==> config.mk <==
export PLATFORM = sky130hd
export DESIGN_NAME = sm_accumulator_flat
export DESIGN_NICKNAME = d
export VERILOG_FILES = /design/src/rtl/sm_accumulator_pkg.sv /design/src/rtl/sm_accumulator_if.sv /design/src/rtl/sm_accumulator_addsub.sv /design/src/rtl/sm_accumulator.sv /design/src/flat_wrapper.sv
export SDC_FILE = /design/constraint.sdc
export NUM_CORES = 1
export LEC_CHECK = 0
export ABC_AREA = 1
export CAP_MARGIN = 20
export CORE_MARGIN = 2
export CORE_UTILIZATION = 55
export DETAILED_ROUTE_END_ITERATION = 16
export PLACE_DENSITY_LB_ADDON = 0.2
export SYNTH_ARGS = -nofsm -noshare
export SYNTH_HDL_FRONTEND = slang
export SYNTH_SLANG_ARGS = --single-unit
==> constraint.sdc <==
create_clock -name clk -period 2.25 [get_ports clk]
set_input_delay 0.225 -clock clk [delete_from_list [all_inputs] [get_ports clk]]
set_output_delay 0.225 -clock clk [all_outputs]
set_load 0.01 [all_outputs]
==> src/rtl/sm_accumulator_pkg.sv <==
// sm_pkg: shared types and constants for the 9-bit sign-magnitude accumulator.
// Word format: bit 8 = sign (1 = negative), bits 7:0 = magnitude.
package sm_pkg;

  typedef struct packed {
    logic       sign;
    logic [7:0] mag;
  } sm9_t;

  localparam logic [8:0] SM_POS_ZERO = 9'h000;
  localparam logic [7:0] SM_MAG_MAX  = 8'd255;

  typedef enum logic [0:0] {
    ACC  = 1'b0,
    DONE = 1'b1
  } sm_acc_state_e;

endpackage : sm_pkg

==> src/rtl/sm_accumulator_if.sv <==
// sm_accumulator_if: operand stream in, result stream out (valid/ready both ways).
// master = upstream/downstream environment, slave = accumulator.
interface sm_accumulator_if #(
  parameter int WIDTH = 9,
  parameter int CNT_W = 8
);

  logic             in_valid;
  logic             in_ready;
  logic [WIDTH-1:0] in_data;
  logic             in_sub;
  logic             in_last;
  logic             out_valid;
  logic             out_ready;
  logic [WIDTH-1:0] out_data;
  logic [CNT_W-1:0] out_count;
  logic             out_ovf;

  modport master (
    output in_valid, in_data, in_sub, in_last, out_ready,
    input  in_ready, out_valid, out_data, out_count, out_ovf
  );

  modport slave (
    input  in_valid, in_data, in_sub, in_last, out_ready,
    output in_ready, out_valid, out_data, out_count, out_ovf
  );

endinterface : sm_accumulator_if

==> src/rtl/sm_accumulator_addsub.sv <==
// sm_addsub_core: combinational sign-magnitude a +/- b with overflow detect.
// Zero results are always normalised to +0.
// Build option SM_ACC_SAT_EN: when defined, overflowing magnitudes clamp to 255;
// when undefined they wrap modulo 256. The overflow flag is raised in both cases.
module sm_addsub_core
  import sm_pkg::*;
(
  input  sm9_t a_i,
  input  sm9_t b_i,
  input  logic sub_i,
  output sm9_t sum_o,
  output logic ovf_o
);

  logic       a_sign_s;
  logic       b_sign_s;
  logic [8:0] sum9_s;
  logic       res_sign_s;
  logic [7:0] res_mag_s;
  logic       ovf_s;

  // Effective signs (-0 treated as +0), then magnitude add or subtract.
  always_comb begin
    a_sign_s   = (a_i.mag == 8'd0) ? 1'b0 : a_i.sign;
    b_sign_s   = (b_i.mag == 8'd0) ? 1'b0 : (b_i.sign ^ sub_i);
    sum9_s     = {1'b0, a_i.mag} + {1'b0, b_i.mag};
    res_sign_s = 1'b0;
    res_mag_s  = 8'd0;
    ovf_s      = 1'b0;
    if (a_sign_s == b_sign_s) begin
      res_sign_s = a_sign_s;
      ovf_s      = sum9_s[8];
      if (sum9_s[8]) begin
`ifdef SM_ACC_SAT_EN
        res_mag_s = SM_MAG_MAX;
`else
        res_mag_s = sum9_s[7:0];
`endif
      end else begin
        res_mag_s = sum9_s[7:0];
      end
    end else if (a_i.mag >= b_i.mag) begin
      res_sign_s = a_sign_s;
      res_mag_s  = a_i.mag - b_i.mag;
    end else begin
      res_sign_s = b_sign_s;
      res_mag_s  = b_i.mag - a_i.mag;
    end
  end

  // Drive outputs; any zero magnitude leaves as +0.
  always_comb begin
    sum_o.mag  = res_mag_s;
    sum_o.sign = (res_mag_s == 8'd0) ? 1'b0 : res_sign_s;
    ovf_o      = ovf_s;
  end

endmodule : sm_addsub_core

==> src/rtl/sm_accumulator.sv <==
// sm_accumulator: folds a stream of 9-bit sign-magnitude operands into a running
// sum and presents sum, beat count and sticky overflow after the last beat.
// Build option SM_ACC_SAT_EN selects saturate (defined) vs wrap (undefined).
module sm_accumulator
  import sm_pkg::*;
#(
  parameter int WIDTH = 9,
  parameter int CNT_W = 8
) (
  input logic              clk,
  input logic              rst,
  sm_accumulator_if.slave  bus
);

  localparam logic [0:0]       ST_ACC    = 1'(ACC);
  localparam logic [0:0]       ST_DONE   = 1'(DONE);
  localparam logic [CNT_W-1:0] CNT_MAX   = {CNT_W{1'b1}};
  localparam logic [CNT_W-1:0] CNT_ONE   = {{(CNT_W-1){1'b0}}, 1'b1};
  localparam logic [CNT_W-1:0] CNT_ZERO  = {CNT_W{1'b0}};

  logic [0:0]       state_q,     state_d;
  logic [WIDTH-1:0] acc_q,       acc_d;
  logic [CNT_W-1:0] count_q,     count_d;
  logic             ovf_q,       ovf_d;
  logic             in_ready_q,  in_ready_d;
  logic             out_valid_q, out_valid_d;

  sm9_t core_sum_s;
  logic core_ovf_s;

  sm_addsub_core u_core (
    .a_i   (sm9_t'(acc_q)),
    .b_i   (sm9_t'(bus.in_data)),
    .sub_i (bus.in_sub),
    .sum_o (core_sum_s),
    .ovf_o (core_ovf_s)
  );

  // Next-state: accept beats in ACC, hold the result in DONE until taken.
  always_comb begin
    state_d     = state_q;
    acc_d       = acc_q;
    count_d     = count_q;
    ovf_d       = ovf_q;
    in_ready_d  = in_ready_q;
    out_valid_d = out_valid_q;
    case (state_q)
      ST_ACC: begin
        if (bus.in_valid && in_ready_q) begin
          acc_d   = WIDTH'(core_sum_s);
          count_d = (count_q == CNT_MAX) ? count_q : (count_q + CNT_ONE);
          ovf_d   = ovf_q | core_ovf_s;
          if (bus.in_last) begin
            state_d     = ST_DONE;
            in_ready_d  = 1'b0;
            out_valid_d = 1'b1;
          end else begin
            state_d = ST_ACC;
          end
        end else begin
          state_d = ST_ACC;
        end
      end
      ST_DONE: begin
        if (bus.out_ready) begin
          state_d     = ST_ACC;
          acc_d       = SM_POS_ZERO;
          count_d     = CNT_ZERO;
          ovf_d       = 1'b0;
          in_ready_d  = 1'b1;
          out_valid_d = 1'b0;
        end else begin
          state_d = ST_DONE;
        end
      end
      default: begin
        state_d     = ST_ACC;
        acc_d       = SM_POS_ZERO;
        count_d     = CNT_ZERO;
        ovf_d       = 1'b0;
        in_ready_d  = 1'b1;
        out_valid_d = 1'b0;
      end
    endcase
  end

  // State and datapath registers; reset wins over any handshake.
  always_ff @(posedge clk) begin
    if (rst) begin
      state_q     <= ST_ACC;
      acc_q       <= SM_POS_ZERO;
      count_q     <= CNT_ZERO;
      ovf_q       <= 1'b0;
      in_ready_q  <= 1'b1;
      out_valid_q <= 1'b0;
    end else begin
      state_q     <= state_d;
      acc_q       <= acc_d;
      count_q     <= count_d;
      ovf_q       <= ovf_d;
      in_ready_q  <= in_ready_d;
      out_valid_q <= out_valid_d;
    end
  end

  // Outputs come straight from flops.
  always_comb begin
    bus.in_ready  = in_ready_q;
    bus.out_valid = out_valid_q;
    bus.out_data  = acc_q;
    bus.out_count = count_q;
    bus.out_ovf   = ovf_q;
  end

endmodule : sm_accumulator
==> src/flat_wrapper.sv <==
// flat-port wrapper written by rule: the top's interface ports become plain ports
module sm_accumulator_flat import sm_pkg::*;
#(
  parameter int WIDTH = 9,
  parameter int CNT_W = 8
)
  (clk, rst, bus_in_valid, bus_in_data, bus_in_sub, bus_in_last, bus_out_ready, bus_in_ready, bus_out_valid, bus_out_data, bus_out_count, bus_out_ovf);
  sm_accumulator_if #(.WIDTH(WIDTH), .CNT_W(CNT_W)) bus_i ();
  input logic clk;
  input logic rst;
  input wire logic [$bits(bus_i.in_valid)-1:0] bus_in_valid;
  input wire logic [$bits(bus_i.in_data)-1:0] bus_in_data;
  input wire logic [$bits(bus_i.in_sub)-1:0] bus_in_sub;
  input wire logic [$bits(bus_i.in_last)-1:0] bus_in_last;
  input wire logic [$bits(bus_i.out_ready)-1:0] bus_out_ready;
  output wire logic [$bits(bus_i.in_ready)-1:0] bus_in_ready;
  output wire logic [$bits(bus_i.out_valid)-1:0] bus_out_valid;
  output wire logic [$bits(bus_i.out_data)-1:0] bus_out_data;
  output wire logic [$bits(bus_i.out_count)-1:0] bus_out_count;
  output wire logic [$bits(bus_i.out_ovf)-1:0] bus_out_ovf;
  assign bus_i.in_valid = bus_in_valid;
  assign bus_i.in_data = bus_in_data;
  assign bus_i.in_sub = bus_in_sub;
  assign bus_i.in_last = bus_in_last;
  assign bus_i.out_ready = bus_out_ready;
  assign bus_in_ready = bus_i.in_ready;
  assign bus_out_valid = bus_i.out_valid;
  assign bus_out_data = bus_i.out_data;
  assign bus_out_count = bus_i.out_count;
  assign bus_out_ovf = bus_i.out_ovf;
  sm_accumulator #(.WIDTH(WIDTH), .CNT_W(CNT_W)) u_core (.clk(clk), .rst(rst), .bus(bus_i));
endmodule
# [Word level (Yosys, flattened, before mapping)]
# Index checks and enable logic that the tools add are counted.
[word_totals] inputBits=15 word_cells=56 regBits=21 output_inout_bits=20
[op_classes] n_addsub=4 reduce_logical=7 order_cmp=1 n_eq_ne=6 mux=29 bitwise=3
[op_table] cell="$mux W8" n=5
[op_table] cell="$logic_not A8 Y1" n=3
[op_table] cell="$mux W9" n=2
[op_table] cell="$pmux W9 S2" n=1
[op_table] cell="$mux W1" n=16
[op_table] cell="$pmux W8 S2" n=1
[op_table] cell="$sub A8 B8 Y8" n=2
[op_table] cell="$add A8 B8 Y9" n=1
[op_table] cell="$add A8 B1 Y8 const B" n=1
[op_table] cell="$eq A8 B8 Y1 const B" n=1
[op_table] cell="$ge A8 B8 Y1" n=1
[op_table] cell="$ne A2 B2 Y1 const B" n=4
[op_table] cell="$pmux W1 S2" n=4
[op_table] cell="$reduce_and A3 Y1" n=2
[op_table] cell="$reduce_and A2 Y1" n=1
[op_table] cell="$eq A1 B1 Y1" n=1
[op_table] cell="$logic_and A1 B1 Y1" n=1
[op_table] cell="$not A1 Y1" n=1
[op_table] cell="$or A1 B1 Y1" n=1
[op_table] cell="$xor A1 B1 Y1" n=1

# [Longest topological paths before layout]
# Gate-level depths: netlist of run 1.
[depth] word_depth=8 mapped_depth=17 depth_no_buf=17

# [Cells and area by module]
# From an unflattened synthesis of run 1, not the netlist that was laid out.
[unflattened] hier_cells=405 area_unflattened_um2=2411.1
[modules_own_cells] module="sm_addsub_core" seq_area_each_um2=0.0 area_per_inst_um2=1456.4 n_inst=1 cells_per_inst=268
[modules_own_cells] module="sm_accumulator" seq_area_each_um2=420.4 area_per_inst_um2=954.7 n_inst=1 cells_per_inst=137

# [Least setup slack after synthesis of run 1]
# No wires, ideal clock.
[synth_path] path_kind="register to register" from="reg u_core.acc_q[0], in the netlist u_core.bus.out_data[0]" to="reg u_core.acc_q[8], in the netlist u_core.bus.out_data[8]" period_less_slack_ns=2.044 arrival_ns=1.913 path_buffers=0 setup_time_ns=0.131 setup_slack_ns=0.206 path_stages_with_launch=17 required_ns=2.119 cell_sequence="dfxtp_1 inv_1 ha_1 inv_1 fa_1 nand2_1 nand2_1 nand2_1 nand2_1 nand2_1 nand3b_1 nand3_1 nand3_1 nor2_1 nand3_1 nand2_1 a21oi_2"
[synth_via] elab_chain_len=8 word_cells_on_any_way=15 classes_between="3 x add/sub; 1 x order compare; 1 x eq/ne; 8 x mux; 2 x reduce/logical"
[synth_rtl] element="from (decl)" line="sm_accumulator.sv:22" text="logic [WIDTH-1:0] acc_q, acc_d;"
[synth_rtl] element="from (signal assigned)" line="sm_accumulator.sv:91" text="acc_q <= SM_POS_ZERO;"
[synth_rtl] element="from (signal assigned)" line="sm_accumulator.sv:98" text="acc_q <= acc_d;"
[synth_rtl] element="parallel branches: the longest is 5 deep, another holds $sub A8 B8 Y8"
[synth_rtl] element="$mux W1 *" line="sm_accumulator_addsub.sv:54" text="sum_o.sign = (res_mag_s == 8'd0) ? 1'b0 : res_sign_s;"
[synth_rtl] element="$mux W9 *" line="sm_accumulator.sv:49" text="if (bus.in_valid && in_ready_q) begin"
[synth_rtl] element="$pmux W9 S2 *" line="sm_accumulator.sv:47" text="case (state_q)"
# Every way passes the cells marked *. The select of a mux whose other input is x is not followed.
# A chain may end at the register's enable or synchronous reset.

# [Worst setup path in the final report of run 1]
[layout_path] from="reg u_core.acc_q[0], in the netlist u_core.bus.out_data[0]" to="reg u_core.acc_q[7], in the netlist u_core.bus.out_data[7]"
[layout_via] elab_chain_len=6 word_cells_on_any_way=11 classes_between="3 x add/sub; 1 x order compare; 1 x eq/ne; 5 x mux; 1 x reduce/logical"
[layout_rtl] element="parallel branches: the longest is 3 deep, another holds $sub A8 B8 Y8"
[layout_rtl] element="$mux W8 *" line="sm_accumulator_addsub.sv:30" text="if (a_sign_s == b_sign_s) begin"
[layout_rtl] element="$mux W9 *" line="sm_accumulator.sv:49"
[layout_rtl] element="$pmux W9 S2 *" line="sm_accumulator.sv:47"
# Marks and branches as above.

==> flow_metrics.env, run 1 <==
export IMPL_status="finished clean"
export IMPL_num_antenna_cells=0
export IMPL_clock_latency_ps=250
export IMPL_setup_viol=0
export IMPL_synth_seq_cells=21
export IMPL_vias_per_cell=5.34
export IMPL_grt_max_degree=15
export IMPL_crit_path_top_delay_cell="fa_2"
export IMPL_leakage_nw=1.64
export IMPL_endpoint_kind="flop"
export IMPL_cts_tree="yes"
export IMPL_ioPinCount=35
export IMPL_synth_area_leaders="nand2_1 18%, dfxtp_1 18%, ha_1 13%"
export IMPL_finalWorstPathRequiredPeriod_ps=2170
export IMPL_area_growth_pct=36.5
export IMPL_drive_above_1_share_pct=21.1
export IMPL_synth_top_cell_area_share_pct=18.3
export IMPL_avgSynthCellArea_um2=6.14
export IMPL_htree_levels=1
export IMPL_power_frac_comb_pct=65.0
export IMPL_mappedNetlistArea_um2=2360
export IMPL_grt_total_usage_pct=27.2
export IMPL_critical_path_startpoint_type="flop"
export IMPL_vias=2752
export IMPL_ant_nets=0
export IMPL_final_cell_mix="109 x nand2_1, 58 x inv_1, 49 x buf_4"
export IMPL_cts_sinks=21
export IMPL_dp_slack_ps=-279
export IMPL_yosysTopAreaCell="nand2_1"
export IMPL_crit_required_ps=2450
export IMPL_post_drt_wl_per_cell_um=13.5
export IMPL_criticalPathCategory="reg -> reg"
export IMPL_core_um2=4060
export IMPL_power_switching_mw=0.839
export IMPL_path_clk_slew_ps=70
export IMPL_skew_ps=1.35
export IMPL_hold_buffers=0
export IMPL_yosys_cell_types_count=36
export IMPL_hp_start="u_core.bus.out_ovf"
export IMPL_slowest_delay_ps=400
export IMPL_p_int_mw=1.07
export IMPL_rows=23
export IMPL_finalHoldViolCount=0
export IMPL_layout_commonest_cell="nand2_1"
export IMPL_hp_class="reg -> reg"
export IMPL_worstPathCellList="inv_4 > ha_4 > inv_2 > fa_2 > nand2_2 > nand2_4 > nand3_4 > nand2_2 > nor2_4 > nand3_2 > nand2_2 > nand2_1 > nand2_2 > buf_4 > nand2_1 > a21oi_2"
export IMPL_cp_max_fo=4
export IMPL_slew_violations=0
export IMPL_power_total_mw=1.91
export IMPL_hold_end="u_core.bus.out_ovf"
export IMPL_max_slew_margin_pct=64.6
export IMPL_path_common_cell="nand2_2"
export IMPL_grt_ovfl_total=0
export IMPL_netSwitchingFraction_pct=43.9
export IMPL_antenna_found_initial=0
export IMPL_finalWorstSetupSlack_ps=80.2
export IMPL_die_x_um=69.5
export IMPL_synth_fp_nets=427
export IMPL_fmax_ghz=0.461
export IMPL_tightestPinTransition_ps=527
export IMPL_routed_wl_mm=6.96
export IMPL_place_congestion=0.953
export IMPL_synth_warnings=0
export IMPL_min_path_cells=2
export IMPL_dieArea_um2=4840
export IMPL_chipHeight_um=69.5
export IMPL_period_share_pct=96.4
export IMPL_ys_seq_area_share_pct=17.8
export IMPL_p_seq_share_pct=22.5
export IMPL_r2r_slack_ps=80
export IMPL_startpoint="u_core.bus.out_data[0]"
export IMPL_power_density_nw_per_um2=592
export IMPL_p_clk_share_pct=12.5
export IMPL_grt_pass1_vias=2508
export IMPL_ir_worst_vdd_uv=495
export IMPL_dr_pass1_iters=5
export IMPL_drc_errors=0
export IMPL_dpl_hpwl_mm=5.42
export IMPL_start_util_pct=58.2
export IMPL_cts_buffers=3
export IMPL_maxCapViolCount=0
export IMPL_r2r_start="u_core.bus.out_data[0]"
export IMPL_cpLargestDelayFamily="simple AND/OR/NAND/NOR gates"
export IMPL_drt_initial_drc_count=190
export IMPL_synth_cells=385
export IMPL_clock_path_buffers=2
export IMPL_r2r_cells=16
export IMPL_final_nets=508
export IMPL_r2r_end="u_core.bus.out_data[7]"
export IMPL_clock_tree_root_cell="clkbuf_8"
export IMPL_grt_pass1_wl_mm=10.9
export IMPL_worstPathArrival_ps=2370
export IMPL_crit_buf_inv=3
export IMPL_io_buffers=34
==> final cells by class <==
class	count	area (µm²)
tap	50	62.6
inverter	63	239
multi-input combinational	294	1740
sequential	21	425
clock inverter	1	5.00
timing repair buffer	83	711
fill	286	833
clock buffer	3	41.3
==> registers in the layout, summed over array words and instances, names as in the netlist <==
register              count
u_core.bus.out_data       9
u_core.bus.out_valid      1
u_core.bus.out_ovf        1
u_core.bus.in_ready       1
u_core.bus.out_count      8
u_core.state_q            1
==> through the flow <==
step           util (%)  area (µm²)  instances  TNS, ps  hold slack, ps
3_3_place_gp       75.5        3070        509     -723             440
4_1_cts            76.8        3120        513        0             464
3_5_place_dp       75.5        3070        509    -1380             452
5_1_grt            79.5        3220        515    -88.4             491
6_report           79.5        3220        515        0             458
2_1_floorplan         -        2360        385        0             294
==> synthesized netlist by cell type <==
cell and instances:
o211ai_1 1, nor2_1 36, and3_1 1, nand2_4 1, o21ai_0 3, nand2_1 115, o22ai_1 1, nor3b_1 2
buf_4 3, dfxtp_1 21, xnor2_1 3, nor2_2 3, nand3b_1 1, or2_1 1, nand3_1 39, nand2_2 6
inv_2 2, buf_6 2, clkinv_1 1, a21oi_1 23, buf_1 1, nand4_1 5, o21ai_1 2, a21boi_0 1
a21oi_2 2, inv_1 60, fa_1 3, o21bai_1 2, clkbuf_1 1, or2_2 2, xor2_1 8, a21oi_4 1
ha_1 24, nor2_4 2, nor3_1 4, nand3_4 2
==> how the worst max path moves through the flow <==
| stage | cells after the start | end | slack [ps] |
|---|---|---|---|
| final | 16 | u_core.bus.out_data[7] | 80 |
| after global routing | 15 | u_core.bus.out_data[8] | -70 |
| after CTS | 16 | u_core.bus.out_data[8] | 20 |
| after detailed placement | 15 | u_core.bus.out_data[8] | -280 |
| after global placement | 16 | u_core.bus.out_data[8] | -180 |
| after floorplan | 16 | u_core.bus.out_data[8] | 210 |
==> cell families after synthesis <==
kind of cell / count (synthesis) / synth area share (%)
AO/OA/AOI/OAI: 36 / 8.90
XOR/XNOR: 11 / 4.08
adder cells (fa/ha/maj): 27 / 15.3
buffers and inverters: 70 / 12.2
flip-flops: 21 / 17.8
AND/OR/NAND/NOR: 220 / 41.7
==> power groups by stage <==
stage | Sequential (mW) | Combinational (mW) | Clock, mW
2_1_floorplan | 0.462 | 0.668 | 0
3_3_place_gp | 0.437 | 1.11 | 0
3_5_place_dp | 0.438 | 1.13 | 0
4_1_cts | 0.429 | 1.14 | 0.245
5_1_grt | 0.434 | 1.36 | 0.255
6_report | 0.430 | 1.24 | 0.239
==> what timing repair did <==
| item | in CTS | in global routing |
|---|---|---|
| setup buffers | 0 | 2 |
| pin swaps | 0 | 10 |
| setup endpoints to repair | 1 | 6 |
| gates resized for setup | 2 | 28 |
==> routing by layer <==
layer	vias to the layer above	part of all wire (%)	track usage [%]
met5	-	0	0
met1	1263	42	34.6
li1	1364	-	-
met2	107	50	49.6
met3	18	6.1	2.03
met4	0	1.9	6.75
==> tightest hold or removal path, cell delays in order (launching register included) <==
cell and delay (ps):
dfxtp_1 310, inv_1 50, a21oi_1 50
Power figures use the tool's default switching activity.
==> run 2: changes to the inputs <==
Settings changed: SLEW_MARGIN set to 25.
==> results of run 2 <==
No change in the layout: final DEF, timing and power equal those of run 1.
==> run 3: changes to the inputs <==
Settings changed: CORE_UTILIZATION 55 to 26.
==> flow_metrics.env, run 3 (same netlist as run 1, synthesis figures left out) <==
export IMPL_dpl_hpwl_mm=6.13
export IMPL_vias=2593
export IMPL_io_buffers=34
export IMPL_drt_initial_drc_count=97
export IMPL_core_um2=8760
export IMPL_die_x_um=99.3
export IMPL_grt_max_degree=14
export IMPL_status="finished clean"
export IMPL_num_antenna_cells=0
export IMPL_power_density_nw_per_um2=578
export IMPL_hp_class="reg -> reg"
export IMPL_largest_register_ffs=9
export IMPL_r2r_slack_ps=140
export IMPL_rows=34
export IMPL_setup_viol=0
export IMPL_cts_buffers=3
export IMPL_seq_area_um2=424
export IMPL_hold_buffers=0
export IMPL_start_util_pct=27.0
export IMPL_ir_worst_vdd_uv=338
export IMPL_ant_nets=0
export IMPL_layoutNonFillerInstCount=585
export IMPL_area_growth_pct=43.2
export IMPL_htree_levels=1
export IMPL_final_nets=520
export IMPL_final_cell_mix="109 x nand2_1, 61 x buf_4, 57 x inv_1"
export IMPL_path_clk_slew_ps=80
export IMPL_maxCapViolCount=0
export IMPL_hp_start="u_core.bus.out_ovf"
export IMPL_worstPathArrival_ps=2270
export IMPL_hold_end="u_core.bus.out_ovf"
export IMPL_fmax_ghz=0.473
export IMPL_dr_pass1_iters=4
export IMPL_r2r_end="u_core.bus.out_data[8]"
export IMPL_period_share_pct=93.9
export IMPL_critical_path_startpoint_type="flop"
export IMPL_min_path_cells=2
export IMPL_criticalPathCategory="reg -> reg"
export IMPL_finalWorstPathRequiredPeriod_ps=2110
export IMPL_r2r_cells=13
export IMPL_dieArea_um2=9860
export IMPL_nFillCells=950
export IMPL_leakage_nw=1.71
export IMPL_r2r_start="u_core.bus.out_data[0]"
export IMPL_cts_sinks=21
export IMPL_finalHoldViolCount=0
export IMPL_vias_per_cell=4.43
export IMPL_clock_latency_ps=260
export IMPL_post_drt_wl_per_cell_um=12.4
export IMPL_max_slew_margin_pct=67.0
export IMPL_place_inst=578
export IMPL_grt_pass1_vias=2488
export IMPL_tightestPinTransition_ps=491
export IMPL_clock_tree_root_cell="clkbuf_8"
export IMPL_ioPinCount=35
export IMPL_grt_ovfl_total=0
export IMPL_routed_wl_mm=7.28
export IMPL_chipHeight_um=99.3
export IMPL_drc_errors=0
export IMPL_slew_violations=0
export IMPL_drive_above_1_share_pct=22.9
export IMPL_place_congestion=0.941
export IMPL_grt_pass1_wl_mm=12.0
export IMPL_endpoint_kind="flop"
export IMPL_crit_required_ps=2410
export IMPL_layout_commonest_cell="nand2_1"
export IMPL_multi_input_area_um2=1740
export IMPL_cp_max_fo=3
export IMPL_cts_tree="yes"
export IMPL_grt_total_usage_pct=14.8
export IMPL_tns_ps=0
export IMPL_antenna_found_initial=0
export IMPL_power_total_mw=1.95
export IMPL_skew_ps=5.49
export IMPL_clock_path_buffers=2
==> run 3: cell types whose count changed in the layout (fill, tap and decap cells not counted), moves of 2 or more <==
cell | previous run | this run
a21oi_1 | 21 | 23
a21oi_2 | 4 | 2
nand3_2 | 3 | 5
ha_2 | 3 | 1
ha_1 | 19 | 21
buf_4 | 49 | 61
nand3_1 | 36 | 34
==> run 3: worst max path at each step <==
stage | startpoint | end | slack [ps] | cells past startpoint
floorplan | u_core.bus.out_data[0] | u_core.bus.out_data[8] | 210 | 16
global placement | bus_in_data[0] | u_core.bus.out_data[8] | -230 | 16
detailed placement | bus_in_data[0] | u_core.bus.out_data[8] | -290 | 16
CTS | u_core.bus.out_data[0] | u_core.bus.out_data[8] | 30 | 16
global route | u_core.bus.out_data[0] | u_core.bus.out_data[8] | -20 | 16
finish | u_core.bus.out_data[0] | u_core.bus.out_data[8] | 140 | 13
==> run 3: timing repair <==
item,in CTS,in global routing
gates resized for setup,1,30
setup endpoints to repair,1,6
buffers inserted,0,3
pin swaps,0,12
cloned,0,0
==> run 3: power breakdown <==
part | switching [mW] | internal, mW | total (mW) | leakage [nW]
Sequential | 0.0232 | 0.403 | 0.426 | 0.172
Clock | 0.127 | 0.123 | 0.250 | 0.0255
Combinational | 0.701 | 0.578 | 1.28 | 1.51
==> run 3: layout make-up <==
| type | count | area share, % |
|---|---|---|
| Clock buffer | 3 | 1.22 |
| Clock inverter | 1 | 0.148 |
| Timing Repair Buffer | 95 | 23.6 |
| Sequential cell | 21 | 12.5 |
| Multi-Input combinational cell | 294 | 51.4 |
| Inverter | 63 | 7.07 |
| Tap cell | 108 | 4.00 |
==> run 3: per-layer routing <==
layer,wire [µm],vias to the layer above,part of all wire [%],global-route usage [%]
li1,-,1387,-,-
met1,3470,1159,48,19.8
met2,3550,43,49,26.4
met3,202,4,2.8,0.984
met4,49,0,0.67,2.95
met5,0,-,0,0
==> run 3: worst max-delay path, cell delays in order, from the launching register on <==
cell and delay, ps:
dfxtp_4 370, buf_4 110, ha_1 160, inv_1 60, fa_1 370, buf_4 150
xnor2_1 190, nand3_1 140, nand2_1 90, nand2_1 60, nor2_2 110, nand3_2 80
nand2_2 70, a21oi_2 40
==> run 3: per-stage QoR <==
step / cell area [µm²] / hold slack, ps / util [%] / setup WS, ps
finish: 3380 / 450 / 38.6 / 137
global route: 3380 / 497 / 38.6 / -16.5
CTS: 3270 / 452 / 37.3 / 31.5
detailed placement: 3220 / 440 / 36.8 / -289
global placement: 3220 / 441 / 36.8 / -226
floorplan: 2360 / 294 / - / 206
